==> src/rtl/pipe_ctrl.sv <==
// -----------------------------------------------------------------------------
// pipe_ctrl -- parametrised pipeline hazard controller.
//
// Turns per-stage stall requests, a multi-cycle data-memory wait handshake and
// a flush/redirect request into per-stage stall and bubble enables plus a
// registered redirect PC. Stage 0 is IF, stage STAGES-1 is WB.
//
// Optional build macro: PIPE_CTRL_PERF_EN
//   defined   -> stall_cycles_o counts cycles in which IF is held (not counting
//                flush cycles), wrapping at 2^32, cleared by rst.
//   undefined -> no counter logic; stall_cycles_o is tied to zero.
//
// Ports:
//   clk            clock, all state on rising edge
//   rst            synchronous reset, active-high
//   stall_req_i    [STAGES] bit k: stage k cannot advance this cycle
//   mem_req_i      memory access valid in MEM_STAGE
//   mem_ack_i      memory access completes this cycle
//   flush_req_i    redirect request (branch mispredict / exception)
//   flush_pc_i     [PC_W] redirect target, sampled with flush_req_i
//   stall_o        [STAGES] bit k: hold stage k register
//   bubble_o       [STAGES] bit k: load NOP into stage k register
//   flush_o        one-cycle redirect pulse to pc_reg
//   new_pc_o       [PC_W] redirect target, valid while flush_o
//   mem_busy_o     memory FSM is in WAIT
//   timeout_o      one-cycle pulse, memory access abandoned
//   stall_cycles_o [32] stall cycle count (see macro above)
// -----------------------------------------------------------------------------
module pipe_ctrl #(
  parameter int STAGES       = 5,
  parameter int MEM_STAGE    = 3,
  parameter int MEM_WAIT_MAX = 16,
  parameter int PC_W         = 32
) (
  input  logic              clk,
  input  logic              rst,
  input  logic [STAGES-1:0] stall_req_i,
  input  logic              mem_req_i,
  input  logic              mem_ack_i,
  input  logic              flush_req_i,
  input  logic [PC_W-1:0]   flush_pc_i,
  output logic [STAGES-1:0] stall_o,
  output logic [STAGES-1:0] bubble_o,
  output logic              flush_o,
  output logic [PC_W-1:0]   new_pc_o,
  output logic              mem_busy_o,
  output logic              timeout_o,
  output logic [31:0]       stall_cycles_o
);

  localparam int               CNT_W   = $clog2(MEM_WAIT_MAX + 1);
  localparam logic [CNT_W-1:0] CNT_MAX = CNT_W'(MEM_WAIT_MAX);

  typedef enum logic {
    S_IDLE = 1'b0,
    S_WAIT = 1'b1
  } state_t;

  state_t            state;
  logic [CNT_W-1:0]  cnt;
  logic              flush_q;
  logic [PC_W-1:0]   new_pc_q;
  logic              timeout_q;

  logic              mem_stall;
  logic [STAGES-1:0] req;
  logic [STAGES-1:0] stall_raw;
  logic [STAGES-1:0] bubble_raw;

  // The memory stage holds while an access is outstanding, but a WAIT that has
  // already used its full budget releases in the same cycle it times out.
  assign mem_stall = ((state == S_IDLE) && mem_req_i && !mem_ack_i) ||
                     ((state == S_WAIT) && !mem_ack_i && (cnt < CNT_MAX));

  // A stall at stage k must also hold every upstream stage, so stall_raw is a
  // suffix-OR of the request vector; a bubble is inserted where a held stage
  // feeds a stage that is free to advance.
  always_comb begin
    logic acc;
    // NOTE: every variable assigned in always_comb gets a default first so no
    // path leaves it unassigned, which would otherwise infer a latch.
    acc                 = 1'b0;
    req                 = stall_req_i;
    req[MEM_STAGE]      = stall_req_i[MEM_STAGE] | mem_stall;
    stall_raw           = '0;
    bubble_raw          = '0;
    for (int k = STAGES - 1; k >= 0; k--) begin
      acc          = acc | req[k];
      stall_raw[k] = acc;
    end
    for (int k = 1; k < STAGES; k++) begin
      bubble_raw[k] = stall_raw[k-1] & ~stall_raw[k];
    end
  end

  // During the redirect cycle nothing is held and every in-flight stage except
  // IF (reloaded from new_pc_o) and WB (already committed) is squashed.
  always_comb begin
    stall_o  = stall_raw;
    bubble_o = bubble_raw;
    if (flush_q) begin
      stall_o  = '0;
      bubble_o = '0;
      for (int k = 1; k <= STAGES - 2; k++) begin
        bubble_o[k] = 1'b1;
      end
    end
  end

  // NOTE: sequential state uses non-blocking assignments so every register
  // samples pre-edge values regardless of statement order.
  always_ff @(posedge clk) begin
    if (rst) begin
      state     <= S_IDLE;
      cnt       <= '0;
      flush_q   <= 1'b0;
      new_pc_q  <= '0;
      timeout_q <= 1'b0;
    end else begin
      flush_q   <= flush_req_i;
      timeout_q <= 1'b0;
      if (flush_req_i) begin
        new_pc_q <= flush_pc_i;
      end
      // A flush abandons any outstanding access; an ack arriving with it is
      // still honoured this cycle through mem_stall.
      if (flush_req_i) begin
        state <= S_IDLE;
        cnt   <= '0;
      end else begin
        case (state)
          S_IDLE: begin
            if (mem_req_i && !mem_ack_i) begin
              state <= S_WAIT;
              cnt   <= CNT_W'(1);
            end
          end
          S_WAIT: begin
            if (mem_ack_i) begin
              state <= S_IDLE;
              cnt   <= '0;
            end else if (cnt < CNT_MAX) begin
              cnt <= cnt + 1'b1;
            end else begin
              state     <= S_IDLE;
              cnt       <= '0;
              timeout_q <= 1'b1;
            end
          end
          default: begin
            state <= S_IDLE;
            cnt   <= '0;
          end
        endcase
      end
    end
  end

  assign flush_o    = flush_q;
  assign new_pc_o   = new_pc_q;
  assign timeout_o  = timeout_q;
  assign mem_busy_o = (state == S_WAIT);

`ifdef PIPE_CTRL_PERF_EN
  logic [31:0] perf_q;

  always_ff @(posedge clk) begin
    if (rst) begin
      perf_q <= '0;
    end else if (stall_o[0] && !flush_q) begin
      perf_q <= perf_q + 32'd1;
    end
  end

  assign stall_cycles_o = perf_q;
`else
  assign stall_cycles_o = '0;
`endif

endmodule
==> config.mk <==
export PLATFORM = sky130hd
export DESIGN_NAME = pipe_ctrl
export DESIGN_NICKNAME = d
export VERILOG_FILES = /design/src/rtl/pipe_ctrl.sv
export SDC_FILE = /design/constraint.sdc
export NUM_CORES = 1
export LEC_CHECK = 0
export BUFFER_PORTS_ARGS = -buffer_cell sky130_fd_sc_hd__buf_2
export CAP_MARGIN = 40
export CORE_MARGIN = 4
export CORE_UTILIZATION = 42
export CTS_CLUSTER_SIZE = 16
export DETAILED_ROUTE_END_ITERATION = 16
export PLACE_DENSITY = 0.89
export SLEW_MARGIN = 25
export SYNTH_ARGS = -nofsm -noshare
export SYNTH_HDL_FRONTEND = slang
export SYNTH_SLANG_ARGS = --single-unit
==> constraint.sdc <==
create_clock -name clk -period 1.38 [get_ports clk]
set_input_delay 0.069 -clock clk [delete_from_list [all_inputs] [get_ports clk]]
set_output_delay 0.069 -clock clk [all_outputs]
set_load 0.03 [all_outputs]
# ---- After elaboration in Yosys (flattened, before gate mapping)
# Cells that the tools add are included.
dict set report word_totals {
  register_bits 40
  input_bits 42
  output_inout_bits 77
  word_cells 42
}
dict set report classes {
  n_addsub 1
  magnitude_cmp 1
  n_eq_ne 1
  muxes 11
  bitwise_logic 14
  reduce_logical 9
}
# operator n
set ops {}
lappend ops {{$mux W5} 5}
lappend ops {{$pmux W5 S2} 1}
lappend ops {{$add A5 B1 Y5 const B} 1}
lappend ops {{$logic_and A1 B1 Y1} 5}
lappend ops {{$lt A5 B5 Y1 const B} 1}
lappend ops {{$not A1 Y1} 5}
lappend ops {{$or A1 B1 Y1} 5}
lappend ops {{$and A1 B1 Y1} 4}
lappend ops {{$mux W1} 4}
lappend ops {{$reduce_or A4 Y1} 1}
lappend ops {{$ne A2 B1 Y1 const B} 1}
lappend ops {{$pmux W1 S2} 1}
lappend ops {{$reduce_or A2 Y1} 1}
lappend ops {{$logic_not A1 Y1} 1}
lappend ops {{$logic_or A1 B1 Y1} 1}

# ---- Longest topological paths before layout
dict set report logic_depth {
  depth_word 11
  ltp_mapped 4
  ltp_nobuf 3
}

# ---- Worst setup path before layout
# Ideal clock, no wire load.
dict set report synth_timing {
  path_kind {register to output}
  startpoint {register state (netlist: mem_busy_o)}
  endpoint {output port bubble_o[4]}
  arrival_time_ps 1742
  required_time_ps 1311
  path_slack_ps -431
  stages_incl_launch_ff 4
  n_path_buf 0
  cell_sequence {dfxtp_1 nor2b_1 o21bai_2 a211oi_1}
}
dict set report synth_between {
  elab_chain_len 8
  elab_cells_between_ends 10
  cone_classes {mux (1); bitwise (4); reduce/logical (5)}
}
# element line
set synth_lines {}
lappend synth_lines {{start: declaration} 59} ;# state_t state;
lappend synth_lines {{start signal: assignment} 114} ;# state <= S_IDLE;
lappend synth_lines {{start signal: assignment} 128} ;# state <= S_IDLE;
lappend synth_lines {{start signal: assignment} 134} ;# state <= S_WAIT;
lappend synth_lines {{$not A1 Y1 (no line)} -}
lappend synth_lines {{$logic_and A1 B1 Y1 (2 in a row)} 72} ;# assign mem_stall = ((state == S_IDLE) && mem_req_i && !mem_ack_i) ||
lappend synth_lines {{$logic_or A1 B1 Y1 (*)} 72}
lappend synth_lines {{$or A1 B1 Y1 (*)} 84} ;# req[MEM_STAGE] = stall_req_i[MEM_STAGE] | mem_stall;
lappend synth_lines {{$or A1 B1 Y1 (*)} 88} ;# acc = acc | req[k];
lappend synth_lines {{$and A1 B1 Y1 (*)} 92} ;# bubble_raw[k] = stall_raw[k-1] & ~stall_raw[k];
lappend synth_lines {{$mux W5 (*)} 101} ;# if (flush_q) begin
lappend synth_lines {{end: declaration} 43} ;# output logic [STAGES-1:0] bubble_o,
# Every way passes the cells marked *; elsewhere a longest branch is shown, timed or not.

# ---- Worst setup path after layout
dict set report layout_timing {
  startpoint {register state (netlist: mem_busy_o)}
  endpoint {output port bubble_o[3]}
}
dict set report layout_between {
  elab_chain_len 9
  elab_cells_between_ends 12
  cone_classes {mux (1); bitwise (6); reduce/logical (5)}
}
# element line
set layout_lines {}
lappend layout_lines {{$not A1 Y1 (no line)} -}
lappend layout_lines {{$logic_and A1 B1 Y1 (2 in a row)} 72}
lappend layout_lines {{$logic_or A1 B1 Y1 (*)} 72}
lappend layout_lines {{$or A1 B1 Y1 (*)} 84}
lappend layout_lines {{$or A1 B1 Y1 (*)} 88}
lappend layout_lines {{$or A1 B1 Y1 or $not A1 Y1 (tied branches)} {88, 92}}
lappend layout_lines {{$and A1 B1 Y1 (*)} 92}
lappend layout_lines {{$mux W5 (*)} 101}
# Marks and branches as above.

==> results.toml <==
[status]
status = "finished with violations"
violations = "setup timing"

[die]
die_x_um = 74.00
coreArea_um2 = 4115
die_h_um = 74.00
die_area_um2 = 5475
initial_core_util = 0.4445
fp-row-count = 23
pin_count = 119

[grt]
overflow = 0
grt_use_total = 0.1497
antenna_found_initial = 0
grt_pass1_vias = 1473
grt_pass1_wl_um = 6334
grt_max_degree = 25

[worst_hold_path]
hp-class = "primary input to flop"
holdPathEnd = "new_pc_o[3]$_SDFFE_PP0P_"
holdPathStages = 3
hold_start = "flush_pc_i[3]"

[finish]
final_layout_size_suffix_gt1_frac = 0.3986
utilization = 0.5917
layout.nets = 323
syn_to_final_growth_pct = 33.11
layout_common_cells = "buf_2, dfxtp_1, nor2_1"
antenna_cells = 0
finalInstanceArea_um2 = 2435
final_common_cell = "buf_2"
instances_no_fill = 331

[critical_path]
r2r_end = "cnt[3]$_SDFFE_PP0P_"
reg2regPathDepth = 4
cp_max_fo = 8
cp-end-kind = "primary output"
crit_type = "flop to primary output"
start_kind = "flop"
regToRegSetupSlack_ps = 100
worstReg2RegStart = "cnt[4]$_SDFFE_PP0P_"
crit_arrival_ps = 1420
crit_required_ps = 1310

[routing]
drc = 0
vias = 1524
drt_pre_antenna_iters = 4
antenna_left = 0
wl_um = 4155
drt-vias-per-instance = 4.604
drt_iter0_drc = 35
wire_per_inst_um = 12.55

[clock_tree]
cts_tree = "built"
cts_hold_buf = 0
root_buffer = "clkbuf_8"
clk_pin_slew_ps = 90
cts_buffers = 5
worstSkewPairLatency_ps = 280
h-tree-depth = 2
cts.sink_count = 40
clk_path_buf_depth = 2

[synth]
synth-edff-count = 0
yosys.area.top_type_share = 0.4378
synth_area_per_cell_um2 = 9.527
yosysSeqAreaShare = 0.4378
yosysTopAreaCell = "dfxtp_1"
yosys-top-cells-area = "dfxtp_1, mux2i_1, buf_4"
syn_inst = 192
async_flop_share = 0
netlist_area_um2 = 1829
synthFlopType = "dfxtp_1"
synth_seq_cells = 40
ys_warn_count = 0
synth_cell_types = 30

[power]
vdd_drop_max_mv = 0.8312
p_leak_nw = 1.286
powerDensity_nw_per_um2 = 1169

[timing]
fmax_ghz = 0.6695
clock_skew_ps = 0.7772
setup_violations = 8
grt_setup_unrepaired = "yes"
hold_ws_ps = 10.53
period_share = 1.082
worst_slack_ps = -113.6
slew_viol_final = 0
hold_viol = 0
final.min_clock_period_ps = 1494

[placed_design]
dp_hpwl_um = 3154
port-buffer-count = 85
place.gp.congestion = 0.8246
placedCellCount = 321
pre_cts_slack_ps = 27.73
post_dp_cell_area_um2 = 2236

[run]
max_cap_viol_count = 0
final cells by class:
type                       count  area, um2
clock buffer                   5      68.82
clock inverter                 3      47.55
fill                         367       1680
inverter                       4      15.01
multi-input combinational    137      895.9
sequential                    40      804.5
tap                           50      62.56
timing repair buffer          92      540.5
worst max-delay path by stage:
stage,from,end,cells past startpoint
6_report,mem_busy_o$_SDFF_PP0_,bubble_o[3],4
5_1_grt,mem_busy_o$_SDFF_PP0_,bubble_o[2],4
4_1_cts,mem_busy_o$_SDFF_PP0_,bubble_o[2],4
3_5_place_dp,mem_busy_o$_SDFF_PP0_,bubble_o[4],4
3_3_place_gp,mem_busy_o$_SDFF_PP0_,bubble_o[4],4
2_1_floorplan,mem_busy_o$_SDFF_PP0_,bubble_o[4],3
worst max-delay path: stages (launching register included):
cell and delay (ps):
dfxtp_4 370, nor2b_4 140, o21bai_4 260, a41o_1 240
buf_6 130
routing by layer:
layer | part of all wire | track usage
met1 | 0.40 | 0.1676
met5 | 0 | 0
met4 | 0.010 | 0.04829
met3 | 0.12 | 0.05405
met2 | 0.48 | 0.2638
repair_timing:
action                                  CTS  global route
endpoints found under the hold margin     0             0
gates resized for setup                  21             0
buffers inserted                          1             1
pin swaps                                 5             3
endpoints found under the setup margin    8             8
synthesized netlist by cell type, drive strengths merged (2+ instances only):
cell type,number
nand2,4
nor2b,3
buf,37
dfxtp,40
a41o,2
clkbuf,6
a311oi,2
a31oi,3
o21bai,2
nand3,2
nor2,36
inv,4
a21oi,4
nor3b,2
nor3,2
nand2b,2
mux2i,32
logic make-up (layout without fill, tap and decap cells):
family                   after synthesis  after routing  share of synthesized area
AND/OR/NAND/NOR                       54             54                     0.1348
buffers and inverters                 47            104                     0.1696
flip-flops                            40             40                     0.4378
multiplexers                          32             32                     0.1751
AO/OA/AOI/OAI                         17             17                    0.07388
adder cells (fa/ha/maj)                1              1                   0.006839
other                                  1             33                   0.002050
where the power goes:
part	internal (W)	switching, W	total (W)
combinational	0.000205	0.000430	0.000636
clock	0.000545	0.000420	0.000964
sequential	0.00121	0.0000360	0.00125
per-stage QoR:
stage                     setup TNS [ps]  power (W)
after floorplan                        0   0.001781
after global placement                 0   0.001866
after detailed placement               0   0.001878
after CTS                         -579.6   0.002872
after global routing               -1117   0.002993
final                             -585.9   0.002847
registers in the layout (all words and copies together) (netlist names):
signal,cells
cnt,5
new_pc_o,32
timeout_o,1
mem_busy_o,1
flush_o,1
Power figures use the tool's default switching activity.
